<file path="config.mk">
export PLATFORM = sky130hd
export DESIGN_NAME = guess_game_ctrl
export DESIGN_NICKNAME = d
export VERILOG_FILES = /design/src/rtl/guess_game_ctrl.sv
export SDC_FILE = /design/constraint.sdc
export NUM_CORES = 1
export LEC_CHECK = 0
export CORE_MARGIN = 8
export CORE_UTILIZATION = 57
export DETAILED_ROUTE_END_ITERATION = 7
export PLACE_DENSITY_LB_ADDON = 0.3
export SYNTH_ARGS = -nofsm -noshare
export SYNTH_HDL_FRONTEND = slang
export SYNTH_SLANG_ARGS = --single-unit
</file>
<file path="constraint.sdc">
create_clock -name clk -period 2.3 [get_ports clk]
set_input_delay 0.46 -clock clk [delete_from_list [all_inputs] [get_ports clk]]
set_output_delay 0.46 -clock clk [all_outputs]
set_load 0.02 [all_outputs]
</file>
<file path="src/rtl/guess_game_ctrl.sv">
// Number-guessing game controller: draws a 0..99 target, scores two-digit keypad guesses, drives LCD message code.
// Build option: define GAME_FIXED_TARGET_EN to use FIXED_TARGET instead of the LFSR draw.
module guess_game_ctrl #(
  parameter int unsigned MAX_TRIES    = 7,
  parameter int unsigned HOLD_CYCLES  = 1000,
  parameter int unsigned FIXED_TARGET = 42
) (
  input  logic       clk,
  input  logic       resetn,
  input  logic       key_valid,
  input  logic [3:0] key_code,
  output logic [2:0] output_command,
  output logic [6:0] guess,
  output logic [3:0] tries_left,
  output logic       game_over
);

  localparam int unsigned HOLD_W = $clog2(HOLD_CYCLES + 1);
  localparam logic [HOLD_W-1:0] HOLD_LAST  = HOLD_W'(HOLD_CYCLES - 1);
  localparam logic [3:0]        TRIES_INIT = 4'(MAX_TRIES);
  localparam logic [7:0]        LFSR_SEED  = 8'hA5;
  localparam logic [3:0]        KEY_ENTER  = 4'hA;
  localparam logic [3:0]        KEY_CLEAR  = 4'hB;

  // State encoding doubles as the LCD message code.
  typedef enum logic [2:0] {
    S_WIN   = 3'b000,
    S_FAIL  = 3'b001,
    S_UP    = 3'b010,
    S_DOWN  = 3'b011,
    S_RETRY = 3'b100,
    S_START = 3'b101,
    S_ENTER = 3'b110
  } state_t;

  state_t            state, state_n;
  logic [6:0]        guess_n;
  logic [1:0]        cnt, cnt_n;
  logic [3:0]        tries_n;
  logic [HOLD_W-1:0] hold_cnt, hold_n;
  logic [7:0]        lfsr;
  logic [6:0]        target, target_n;

  function automatic logic [6:0] draw_target(input logic [6:0] v);
`ifdef GAME_FIXED_TARGET_EN
    draw_target = 7'(FIXED_TARGET);
`else
    draw_target = (v < 7'd100) ? v : v - 7'd100;
`endif
  endfunction

  always_comb begin
    state_n  = state;
    guess_n  = guess;
    cnt_n    = cnt;
    tries_n  = tries_left;
    target_n = target;
    hold_n   = hold_cnt + HOLD_W'(1);
    case (state)
      S_START: begin
        if (key_valid) begin
          target_n = draw_target(lfsr[6:0]);
          tries_n  = TRIES_INIT;
          guess_n  = 7'd0;
          cnt_n    = 2'd0;
          state_n  = S_ENTER;
        end
      end
      S_ENTER: begin
        if (key_valid) begin
          if (key_code <= 4'd9) begin
            if (cnt != 2'd2) begin
              guess_n = guess * 7'd10 + {3'b000, key_code};
              cnt_n   = cnt + 2'd1;
            end
          end else if (key_code == KEY_CLEAR) begin
            guess_n = 7'd0;
            cnt_n   = 2'd0;
          end else if (key_code == KEY_ENTER && cnt != 2'd0) begin
            tries_n = tries_left - 4'd1;
            if (guess == target)     state_n = S_WIN;
            else if (tries_n == 4'd0) state_n = S_FAIL;
            else if (guess < target) state_n = S_UP;
            else                     state_n = S_DOWN;
          end
        end
      end
      S_UP, S_DOWN: begin
        if (hold_cnt == HOLD_LAST) begin
          state_n = S_ENTER;
          guess_n = 7'd0;
          cnt_n   = 2'd0;
        end
      end
      S_WIN, S_FAIL: begin
        if (hold_cnt == HOLD_LAST) state_n = S_RETRY;
      end
      S_RETRY: begin
        if (key_valid && key_code == KEY_ENTER) begin
          state_n = S_START;
          guess_n = 7'd0;
          cnt_n   = 2'd0;
        end
      end
      default: state_n = S_START;
    endcase
    // Every state entry restarts the hold count.
    if (state_n != state) hold_n = '0;
  end

  always_ff @(posedge clk or negedge resetn) begin
    if (!resetn) begin
      state      <= S_START;
      guess      <= 7'd0;
      cnt        <= 2'd0;
      tries_left <= TRIES_INIT;
      hold_cnt   <= '0;
      lfsr       <= LFSR_SEED;
      game_over  <= 1'b0;
    end else begin
      state      <= state_n;
      guess      <= guess_n;
      cnt        <= cnt_n;
      tries_left <= tries_n;
      hold_cnt   <= hold_n;
      lfsr       <= {lfsr[6:0], lfsr[7] ^ lfsr[5] ^ lfsr[4] ^ lfsr[3]};
      game_over  <= (state_n == S_WIN) || (state_n == S_FAIL) || (state_n == S_RETRY);
    end
  end

  // Target is only consulted after a draw, so it carries no reset.
  always_ff @(posedge clk) begin
    target <= target_n;
  end

  assign output_command = state;

endmodule

</file>
==> results of run 1 <==
metrics by stage:
step / cells / area (sq um) / hold slack (ps)
after floorplan: 228 / 2425 / 164.4
after global placement: 307 / 2780 / 363.1
after detailed placement: 307 / 2780 / 372.5
after CTS: 315 / 2884 / 391.5
after global routing: 315 / 2895 / 398.6
final: 315 / 2895 / 391.9
state kept, by name, indices dropped and copies added, names as in the netlist:
name	flops
cnt	2
game_over	1
guess	7
hold_cnt	10
lfsr	8
output_command	3
target	7
tries_left	4
metal layers:
layer  vias up  share of wire [%]  global-route usage (%)
met4         0                1.4                   5.179
met5         -                  0                       0
met2        43                 47                   23.42
met3         6                4.8                   4.084
met1       857                 47                   19.11
li1        873                  -                       -
critical path, cell delays in order (launching register included):
cell     delay, ps
dfstp_2        590
inv_1           90
ha_1           240
or3b_2         480
o31ai_2        250
nor2_1         100
o32a_1         290
what timing repair did:
item / in CTS / in global routing
endpoints found under the hold margin: 0 / 0
resized for setup: 0 / 2
endpoints found under the setup margin: 0 / 2
hold buffers: 0 / 0
kinds of logic (layout without fill, tap and decap cells):
family / count (synthesis) / in the layout / share of synthesized area (%)
AO/OA/AOI/OAI: 40 / 40 / 11.97
XOR/XNOR: 19 / 19 / 6.863
adder cells (fa/ha/maj): 22 / 22 / 11.97
buffers and inverters: 30 / 67 / 4.850
flip-flops: 42 / 42 / 45.25
multiplexers: 9 / 9 / 4.128
AND/OR/NAND/NOR: 66 / 66 / 14.96
power by group through the flow:
stage	combinational [mW]	clock, mW	sequential (mW)
5_1_grt	0.0564	0.566	0.754
3_5_place_dp	0.0499	0	0.768
3_3_place_gp	0.0500	0	0.768
2_1_floorplan	0.0164	0	0.768
4_1_cts	0.0505	0.536	0.754
6_report	0.0503	0.527	0.754
placed cells by master, fill, tap and decap left out, drive strengths merged, types with 3 or more instances in the layout:
master,synthesis,final
inv,26,26
dfrtp,26,26
clkdlybuf4s50,0,21
ha,20,20
nor2,19,19
xnor2,15,15
o21ai,12,12
buf,2,12
nand2,9,9
dfstp,9,9
nand3,9,9
nor3,8,8
a21oi,7,7
edfxtp,7,7
clkbuf,2,6
mux2,5,5
o21a,4,4
xor2,4,4
mux2i,4,4
nand4b,3,3
nand4,3,3
and3,3,3
area by class of cell:
cell class	count	share of cell area (%)
clock buffers	6	3.241
flip-flops and latches	42	37.90
clock inverters	2	0.3457
multi-input cells	156	42.18
repair buffers	33	10.80
well taps	50	2.161
inverters	26	3.371
worst max path at each step:
stage / endpoint / slack [ps] / depth (start not counted)
floorplan: guess[6] / 130 / 7
global placement: guess[5] / 40 / 7
detailed placement: guess[5] / 10 / 7
CTS: output_command[1] / 80 / 6
global route: guess[6] / 8 / 7
finish: output_command[1] / 140 / 6
==> results_tabular.tex, run 1 <==
\begin{tabular}{lr}
\hline
Metric & Value \\
\hline
\multicolumn{2}{l}{\textbf{Synthesis}} \\
\quad Most instantiated cells after synthesis & dfrtp\_1, inv\_1, ha\_1, nor2\_1, xnor2\_1 \\
\quad Count of warnings emitted by yosys & 0 \\
\quad Sequential fraction of the synthesis area & 45.25\% \\
\quad Seq cells post-synth & 42 \\
\quad Cell area after synthesis & 0.002425 sq mm \\
\quad Ranking of synthesized cells by area & dfrtp\_1, ha\_1, dfstp\_2 \\
\quad Number of instances in the synthesized netlist & 228 \\
\quad Cell type with the highest aggregate area in the netlist & dfrtp\_1 \\
\quad Number of synthesized flops with an enable pin & 7 \\
\quad Flip-flop cell with the highest count after synthesis & dfrtp\_1 \\
\quad Netlist cell types & 49 \\
\quad Synthesized area per cell & 10.64 sq um \\
\quad Fraction of registers with async set/reset & 83.33\% \\
\quad Portion of synthesized cell area occupied by the leading cell type & 26.83\% \\
\quad Syn Nets & 257 \\
\multicolumn{2}{l}{\textbf{Critical path}} \\
\quad Kind of critical path & reg -> reg \\
\quad Element type at the critical path start & flip-flop \\
\quad Number of cells on the worst reg-to-reg path & 6 \\
\quad RR Endpoint & output\_command[1] \\
\quad Arr. time, crit path & 2330 ps \\
\quad Worst-path fanout max & 6 \\
\quad Critical path data required time & 2470 ps \\
\quad Crit path launch & tries\_left[0] \\
\quad Critical R2R Launch & tries\_left[0] \\
\quad Setup crit end kind & flip-flop \\
\quad Worst reg-to-reg setup slack & 140 ps \\
\multicolumn{2}{l}{\textbf{Min path}} \\
\quad Terminating pin of the worst hold path & lfsr[2] \\
\quad Class of the worst hold path & reg -> reg \\
\quad Hold Crit Depth & 0 \\
\quad Hold Crit Start & lfsr[1] \\
\multicolumn{2}{l}{\textbf{Pwr}} \\
\quad Switching Share & 20.98\% \\
\quad Logic gate share of total power & 3.8\% \\
\quad Max IR drop VDD & 0.4750 mV \\
\quad Clock network power share & 39.6\% \\
\quad Switching component of the power & 0.2791 mW \\
\quad Power per Cell Area & 459.6 mW/mm\^{}2 \\
\quad Power Total & 1.331 mW \\
\quad LEAKAGE & 1.314 nW \\
\quad Power Internal & 1.052 mW \\
\quad Share of total power in sequential cells & 56.6\% \\
\multicolumn{2}{l}{\textbf{STA}} \\
\quad Setup Total Neg Slack & 0 ps \\
\quad Hold Violations, Final & 0 \\
\quad Final setup violation count & 0 \\
\quad Shortest period the worst path allows & 2157 ps \\
\quad Slew at the pin closest to its max-slew limit & 433.7 ps \\
\quad Highest attainable clock frequency & 463.7 MHz \\
\quad Worst Slack Setup Final & 143.3 ps \\
\quad Setup repair after global routing missed its margin & no \\
\quad Final cycle utilization of the critical path & 93.77\% \\
\quad Final slew viol count & 0 \\
\quad Max Clock Skew & 5.857 ps \\
\quad Max-slew headroom at the worst pin & 71.09\% \\
\multicolumn{2}{l}{\textbf{Die}} \\
\quad Placeable Area & 0.004058 sq mm \\
\quad Number of rows created at floorplan & 23 \\
\quad Die area & 0.006598 sq mm \\
\quad Die width & 81.23 um \\
\quad Total I/O pin count & 22 \\
\quad Overall die height & 81.23 um \\
\quad Starting utilization of the core area & 59.76\% \\
\multicolumn{2}{l}{\textbf{Final layout}} \\
\quad Fillers & 293 \\
\quad Area of the multi-input gates & 0.001221 sq mm \\
\quad Layout cell share with drive strength beyond 1 & 16.23\% \\
\quad Fin util & 71.35\% \\
\quad Final nets & 293 \\
\quad Combined flip-flop and latch cell area & 0.001097 sq mm \\
\quad Signed area change from the synthesized netlist to the final layout & 19.40\% \\
\quad Inserted Diodes & 0 \\
\multicolumn{2}{l}{\textbf{Detailed routing}} \\
\quad Detailed-routing iteration count for the pre-antenna-repair pass & 4 \\
\quad ANT nets after route & 0 \\
\quad Total vias in the final route & 1779 \\
\quad Routed wire length & 4.501 mm \\
\quad Avg WL per Cell & 14.29 um \\
\quad Detailed-route vias per instance & 5.648 \\
\quad Iteration-0 DRC count of the detailed router & 57 \\
\quad Final routed DRC violation total & 0 \\
\multicolumn{2}{l}{\textbf{GRT}} \\
\quad Pin count of the biggest net entering global routing & 36 \\
\quad GRT Residual Overflow & 0 \\
\quad GRT Resource Usage Total & 14.84\% \\
\quad Number of antenna violations at the first check in global routing & 0 \\
\quad First-pass GRT wire length & 7.776 mm \\
\quad Number of global-route vias before repair & 1704 \\
\multicolumn{2}{l}{\textbf{Clock network}} \\
\quad CTS H-tree depth & 2 \\
\quad TritonCTS clock tree & done \\
\quad Max Buffers Root-to-Sink & 2 \\
\quad Clock latency reported for the late side of the worst-skew pair & 290 ps \\
\quad Number of setup buffers added after CTS & 0 \\
\quad Total CTS buffers & 5 \\
\quad CTS root buf & clkbuf\_8 \\
\quad Clk pin slew, worst setup/hold paths & 80 ps \\
\quad Sink Count & 42 \\
\multicolumn{2}{l}{\textbf{Placed design}} \\
\quad Hpwl dp & 3.345 mm \\
\quad Quantity of I/O buffers inserted on ports & 21 \\
\quad Worst setup timing slack at the placement stage & 11.75 ps \\
\quad Global placer's final weighted congestion & 0.7942 \\
\multicolumn{2}{l}{\textbf{Job}} \\
\quad Number of maximum-capacitance violations & 0 \\
\multicolumn{2}{l}{\textbf{Run status}} \\
\quad Outcome & completed \\
\hline
\end{tabular}
(Power assumes the default switching activity.)
==> run 2: changes to the inputs <==
--- a/config.mk
+++ b/config.mk
@@ -9,6 +9,7 @@
 export CORE_UTILIZATION = 57
 export DETAILED_ROUTE_END_ITERATION = 7
 export PLACE_DENSITY_LB_ADDON = 0.3
+export REMOVE_ABC_BUFFERS = 1
 export SYNTH_ARGS = -nofsm -noshare
 export SYNTH_HDL_FRONTEND = slang
 export SYNTH_SLANG_ARGS = --single-unit
==> results_tabular.tex, run 2 (synthesis results as in run 1) <==
\begin{tabular}{lr}
\hline
Metric & Value \\
\hline
\multicolumn{2}{l}{\textbf{Final layout}} \\
\quad Final cell count without fillers & 314 (-0.32\%) \\
\quad Most used cells in the layout excluding fill and tap cells & inv\_1, dfrtp\_1, clkdlybuf4s50\_1, ha\_1, nor2\_1 \\
\quad Signed area change from the synthesized netlist to the final layout & 20.02\% \\
\quad Layout cell share with drive strength beyond 1 & 15.15\% (-1.1 points) \\
\quad Inserted Diodes & 0 (unchanged) \\
\quad Biggest regs & hold\_cnt (10), lfsr (8) \\
\quad Final nets & 292 (-0.34\%) \\
\quad Register with the highest flop count & hold\_cnt \\
\quad Number of flip-flops in the largest register & 10 (unchanged) \\
\multicolumn{2}{l}{\textbf{Critical path}} \\
\quad Setup crit end kind & flip-flop \\
\quad Worst-path fanout max & 3 (-3) \\
\quad Arr. time, crit path & 2370 ps (+40 ps) \\
\quad Stage delay of the slowest cell on the critical path & 460 ps (-130 ps) \\
\quad Worst path slowest cell & fa\_1 \\
\quad Critical path data required time & 2510 ps (+40 ps) \\
\quad Element type at the critical path start & flip-flop \\
\quad Kind of critical path & reg -> reg \\
\quad CP most frequent cell & ha\_1 \\
\quad Chain of cells forming the critical path & ha\_1 -> ha\_1 -> inv\_1 -> fa\_1 -> nor4\_1 -> xnor2\_1 -> o31ai\_1 \\
\multicolumn{2}{l}{\textbf{Clock network}} \\
\quad Total CTS buffers & 5 (unchanged) \\
\quad Sink Count & 42 (unchanged) \\
\quad Clock latency reported for the late side of the worst-skew pair & 290 ps (about the same) \\
\quad CTS root buf & clkbuf\_8 \\
\quad Number of hold buffers added after cts & 0 (unchanged) \\
\quad Number of setup buffers added after CTS & 0 (unchanged) \\
\quad Max Buffers Root-to-Sink & 2 (unchanged) \\
\quad Clk pin slew, worst setup/hold paths & 80 ps (about the same) \\
\quad Post\_cts resized & 0 (unchanged) \\
\quad TritonCTS clock tree & done \\
\quad CTS H-tree depth & 2 (unchanged) \\
\multicolumn{2}{l}{\textbf{Die}} \\
\quad Placeable Area & 0.004058 sq mm (unchanged) \\
\quad Die width & 81.23 um (unchanged) \\
\quad Overall die height & 81.23 um (unchanged) \\
\quad Total I/O pin count & 22 (unchanged) \\
\quad Die area & 0.006598 sq mm (unchanged) \\
\quad Starting utilization of the core area & 59.76\% (unchanged) \\
\quad Number of rows created at floorplan & 23 (unchanged) \\
\multicolumn{2}{l}{\textbf{Min path}} \\
\quad Class of the worst hold path & reg -> reg \\
\multicolumn{2}{l}{\textbf{STA}} \\
\quad Setup Total Neg Slack & 0 ps (unchanged) \\
\quad Setup repair after global routing missed its margin & no \\
\quad Max Clock Skew & 5.642 ps (-0.2144 ps) \\
\quad Final slew viol count & 0 (unchanged) \\
\quad Highest attainable clock frequency & 463.4 MHz (about the same) \\
\quad Hold Violations, Final & 0 (unchanged) \\
\quad Final setup violation count & 0 (unchanged) \\
\quad Final cycle utilization of the critical path & 93.82\% (about the same) \\
\quad Max-slew headroom at the worst pin & 69.76\% (-1.3 points) \\
\quad Shortest period the worst path allows & 2158 ps (+1.256 ps) \\
\quad Slew at the pin closest to its max-slew limit & 450.2 ps (+16.49 ps) \\
\quad Fin Hold WS & 393.7 ps (+1.811 ps) \\
\multicolumn{2}{l}{\textbf{Pwr}} \\
\quad Power Total & 1.488 mW (+12\%) \\
\quad LEAKAGE & 1.319 nW (+0.42\%) \\
\quad Max IR drop VDD & 0.3801 mV (-20\%) \\
\quad Power per Cell Area & 511.2 mW/mm\^{}2 (+11\%) \\
\multicolumn{2}{l}{\textbf{Detailed routing}} \\
\quad ANT nets after route & 0 (unchanged) \\
\quad Final routed DRC violation total & 0 (unchanged) \\
\quad Total vias in the final route & 1738 (-2.3\%) \\
\quad Routed wire length & 4.581 mm (+1.8\%) \\
\quad Avg WL per Cell & 14.59 um (+2.1\%) \\
\quad Detailed-routing iteration count for the pre-antenna-repair pass & 4 (unchanged) \\
\quad Detailed-route vias per instance & 5.535 (-2.0\%) \\
\quad Iteration-0 DRC count of the detailed router & 81 (+42\%) \\
\multicolumn{2}{l}{\textbf{Job}} \\
\quad Number of maximum-capacitance violations & 0 (unchanged) \\
\multicolumn{2}{l}{\textbf{Placed design}} \\
\quad Global placer's final weighted congestion & 0.7970 (+0.35\%) \\
\quad Quantity of I/O buffers inserted on ports & 21 (unchanged) \\
\quad Placed cell count & 306 (-0.33\%) \\
\quad Hpwl dp & 3.437 mm (+2.7\%) \\
\multicolumn{2}{l}{\textbf{GRT}} \\
\quad Pin count of the biggest net entering global routing & 36 (unchanged) \\
\quad GRT Resource Usage Total & 14.83\% (about the same) \\
\quad First-pass GRT wire length & 7.769 mm (about the same) \\
\quad GRT Residual Overflow & 0 (unchanged) \\
\quad Number of global-route vias before repair & 1696 (-0.47\%) \\
\quad Number of antenna violations at the first check in global routing & 0 (unchanged) \\
\multicolumn{2}{l}{\textbf{Run status}} \\
\quad Outcome & completed \\
\hline
\end{tabular}
run 2: cell types whose count changed in the layout (fill, tap and decap cells not counted):
cell       delta
buf_4         -1
nor4_1        +1
clkbuf_16     -1
nor4_2        -1
clkinv_1      +1
bufinv_16     +2
clkinv_2      -2
run 2: metrics by stage:
stage | cell area [sq um] | util [%] | setup WS (ps)
2_1_floorplan | 2405 | - | 132.4
3_3_place_gp | 2773 | 68.33 | 27.36
3_5_place_dp | 2773 | 68.33 | -29.35
4_1_cts | 2905 | 71.60 | 71.55
5_1_grt | 2910 | 71.72 | 48.23
6_report | 2910 | 71.72 | 142.1
run 2: cell type report:
| cell class | instances | area (sq um) |
|---|---|---|
| clock buffer | 5 | 68.82 |
| clock inverter | 3 | 63.81 |
| fill | 302 | 1147 |
| inverter | 26 | 97.59 |
| multi-input combinational | 156 | 1215 |
| sequential | 42 | 1097 |
| tap | 50 | 62.56 |
| timing repair buffer | 32 | 305.3 |
run 2: layer usage:
metal,vias to the layer above,GRT usage [%],routed length [um]
met4,0,4.286,59
met1,833,18.36,2122
li1,869,-,-
met2,30,25.18,2248
met3,6,3.422,150
met5,-,0,0
run 2: worst paths after layout:
kind	startpoint	to	slack [ps]	cells past startpoint
max in group asynchronous	resetn	lfsr[5]	1390	2
worst max register to register	guess[1]	guess[6]	140	7
min in group asynchronous	resetn	tries_left[3]	570	2
worst min-delay path	lfsr[1]	lfsr[2]	390	0
worst min register to register	lfsr[1]	lfsr[2]	390	0
worst max-delay path	guess[1]	guess[6]	140	7
run 2: where the power goes:
| part | leakage (nW) | total (mW) | switching (mW) | internal (mW) |
|---|---|---|---|---|
| clock network | 0.0658 | 0.684 | 0.254 | 0.429 |
| logic | 0.757 | 0.0504 | 0.0282 | 0.0222 |
| registers | 0.497 | 0.754 | 0 | 0.754 |
run 2: critical path: cells and delay by family (launching register included):
family                     cells  cell delay, ps
AOI/OAI and AO/OA              1             190
adders and majority gates      3             950
xor gates and xnor gates       1             110
and+or+nand+nor                1             360
buffers and inverters          1              60
DFF                            1             400
==> patch (settings of run 1) <==
Add an input register stage for `key_valid` and `key_code`, without a reset; this delays them by one clock.
--- a/src/rtl/guess_game_ctrl.sv
+++ b/src/rtl/guess_game_ctrl.sv
@@ -33,6 +33,14 @@
     S_ENTER = 3'b110
   } state_t;
 
+  logic key_valid_q;
+  logic [3:0] key_code_q;
+
+  always_ff @(posedge clk) begin
+    key_valid_q <= key_valid;
+    key_code_q  <= key_code;
+  end
+
   state_t            state, state_n;
   logic [6:0]        guess_n;
   logic [1:0]        cnt, cnt_n;
@@ -58,7 +66,7 @@
     hold_n   = hold_cnt + HOLD_W'(1);
     case (state)
       S_START: begin
-        if (key_valid) begin
+        if (key_valid_q) begin
           target_n = draw_target(lfsr[6:0]);
           tries_n  = TRIES_INIT;
           guess_n  = 7'd0;
@@ -67,16 +75,16 @@
         end
       end
       S_ENTER: begin
-        if (key_valid) begin
-          if (key_code <= 4'd9) begin
+        if (key_valid_q) begin
+          if (key_code_q <= 4'd9) begin
             if (cnt != 2'd2) begin
-              guess_n = guess * 7'd10 + {3'b000, key_code};
+              guess_n = guess * 7'd10 + {3'b000, key_code_q};
               cnt_n   = cnt + 2'd1;
             end
-          end else if (key_code == KEY_CLEAR) begin
+          end else if (key_code_q == KEY_CLEAR) begin
             guess_n = 7'd0;
             cnt_n   = 2'd0;
-          end else if (key_code == KEY_ENTER && cnt != 2'd0) begin
+          end else if (key_code_q == KEY_ENTER && cnt != 2'd0) begin
             tries_n = tries_left - 4'd1;
             if (guess == target)     state_n = S_WIN;
             else if (tries_n == 4'd0) state_n = S_FAIL;
@@ -96,7 +104,7 @@
         if (hold_cnt == HOLD_LAST) state_n = S_RETRY;
       end
       S_RETRY: begin
-        if (key_valid && key_code == KEY_ENTER) begin
+        if (key_valid_q && key_code_q == KEY_ENTER) begin
           state_n = S_START;
           guess_n = 7'd0;
           cnt_n   = 2'd0;
Function: changed (a bounded check fails within 4 cycles, from zero or initial values and one cycle with resetn low).
==> patch against run 1 <==
  * Design area increased by 2.5%
  * Worst setup slack improved by 25 ps
  * Routed wire length rose by 4.1%
  * Sequential cell count up 5
  * Total power grew 20%
  * Via count down 1.1%
  * Area after synthesis is 3.8% higher
  * Clock skew rose by 6.0 ps
  * Clock power grew 35%
  * Critical endpoint is now guess[6]
  * Largest cell class unchanged
  * Highest routed layer unchanged
==> patch: results (changes against run 1) <==
Net Sw Power=307 uW (+10%); vias in the first global route=1778 (+4.3%); Worst Setup SP=guess[1]; pre-CTS setup slack=165 ps (+153 ps); P_leak=1.30 nW (-1.1%); first-pass GRT wire length=7930 um (+2.0%); sequential area share after synthesis=0.476 (+0.0234); r2r setup slk=170 ps (+30 ps); GPL Wtd Cong=0.787 (-0.96%); crit path to=guess[6]; clock network power=713 uW (+35%); Worst Hold Slack=390 ps (-1.54 ps); Net Count, Synth=265 (+3.1%); synth top area cells=dfrtp_1 26%, ha_1 9.9%, dfstp_2 9.4%; RR Startpoint=guess[1]; Sw Share=0.192 (-0.0180); outcome=finished clean; xor/xnor share of the synthesized area=0.0661 (-0.00249); Final Cell Area=2970 um2 (+2.5%); Via density=5.48 (-2.9%); Nets=297 (+1.4%); ys async rst share=0.745 (-0.0887); GRT Util Overall=0.153 (+0.00428); Max Fclk=469 MHz (+1.2%); filler cell count=333 (+14%)
==> patch: cell count changes in the layout (fill, tap and decap cells not counted), moves of 3 or more <==
cell | before | now
nand3_1 | 8 | 4
buf_4 | 11 | 7
a31oi_1 | 0 | 3
dfxtp_1 | 0 | 5
nand2_1 | 9 | 12
==> patch: worst max-delay path, cell delays in order, from the launching register on <==
cell and delay, ps:
dfrtp_1 390, ha_1 310, ha_1 210, inv_1 70, fa_1 440, nor4_1 340, xnor2_1 100, o31ai_1 190
==> patch: kinds of logic after synthesis <==
logic type	count (synthesis)
fa+ha+maj	22
mux	9
buf+inv	28
flops	47
xor+xnor	19
compound gates	38
simple gates	73
==> patch: metal layers <==
layer	wire [um]	track usage
met4	73	0.0614
met5	0	0
met3	178	0.0411
met1	2140	0.187
met2	2300	0.249
==> patch: area by class of cell <==
class,instances,area share
clock buffer,5,0.0232
sequential,47,0.403
inverter,25,0.0316
multi-input combinational,161,0.409
timing repair buffer,28,0.0885
clock inverter,3,0.0228
tap,52,0.0219
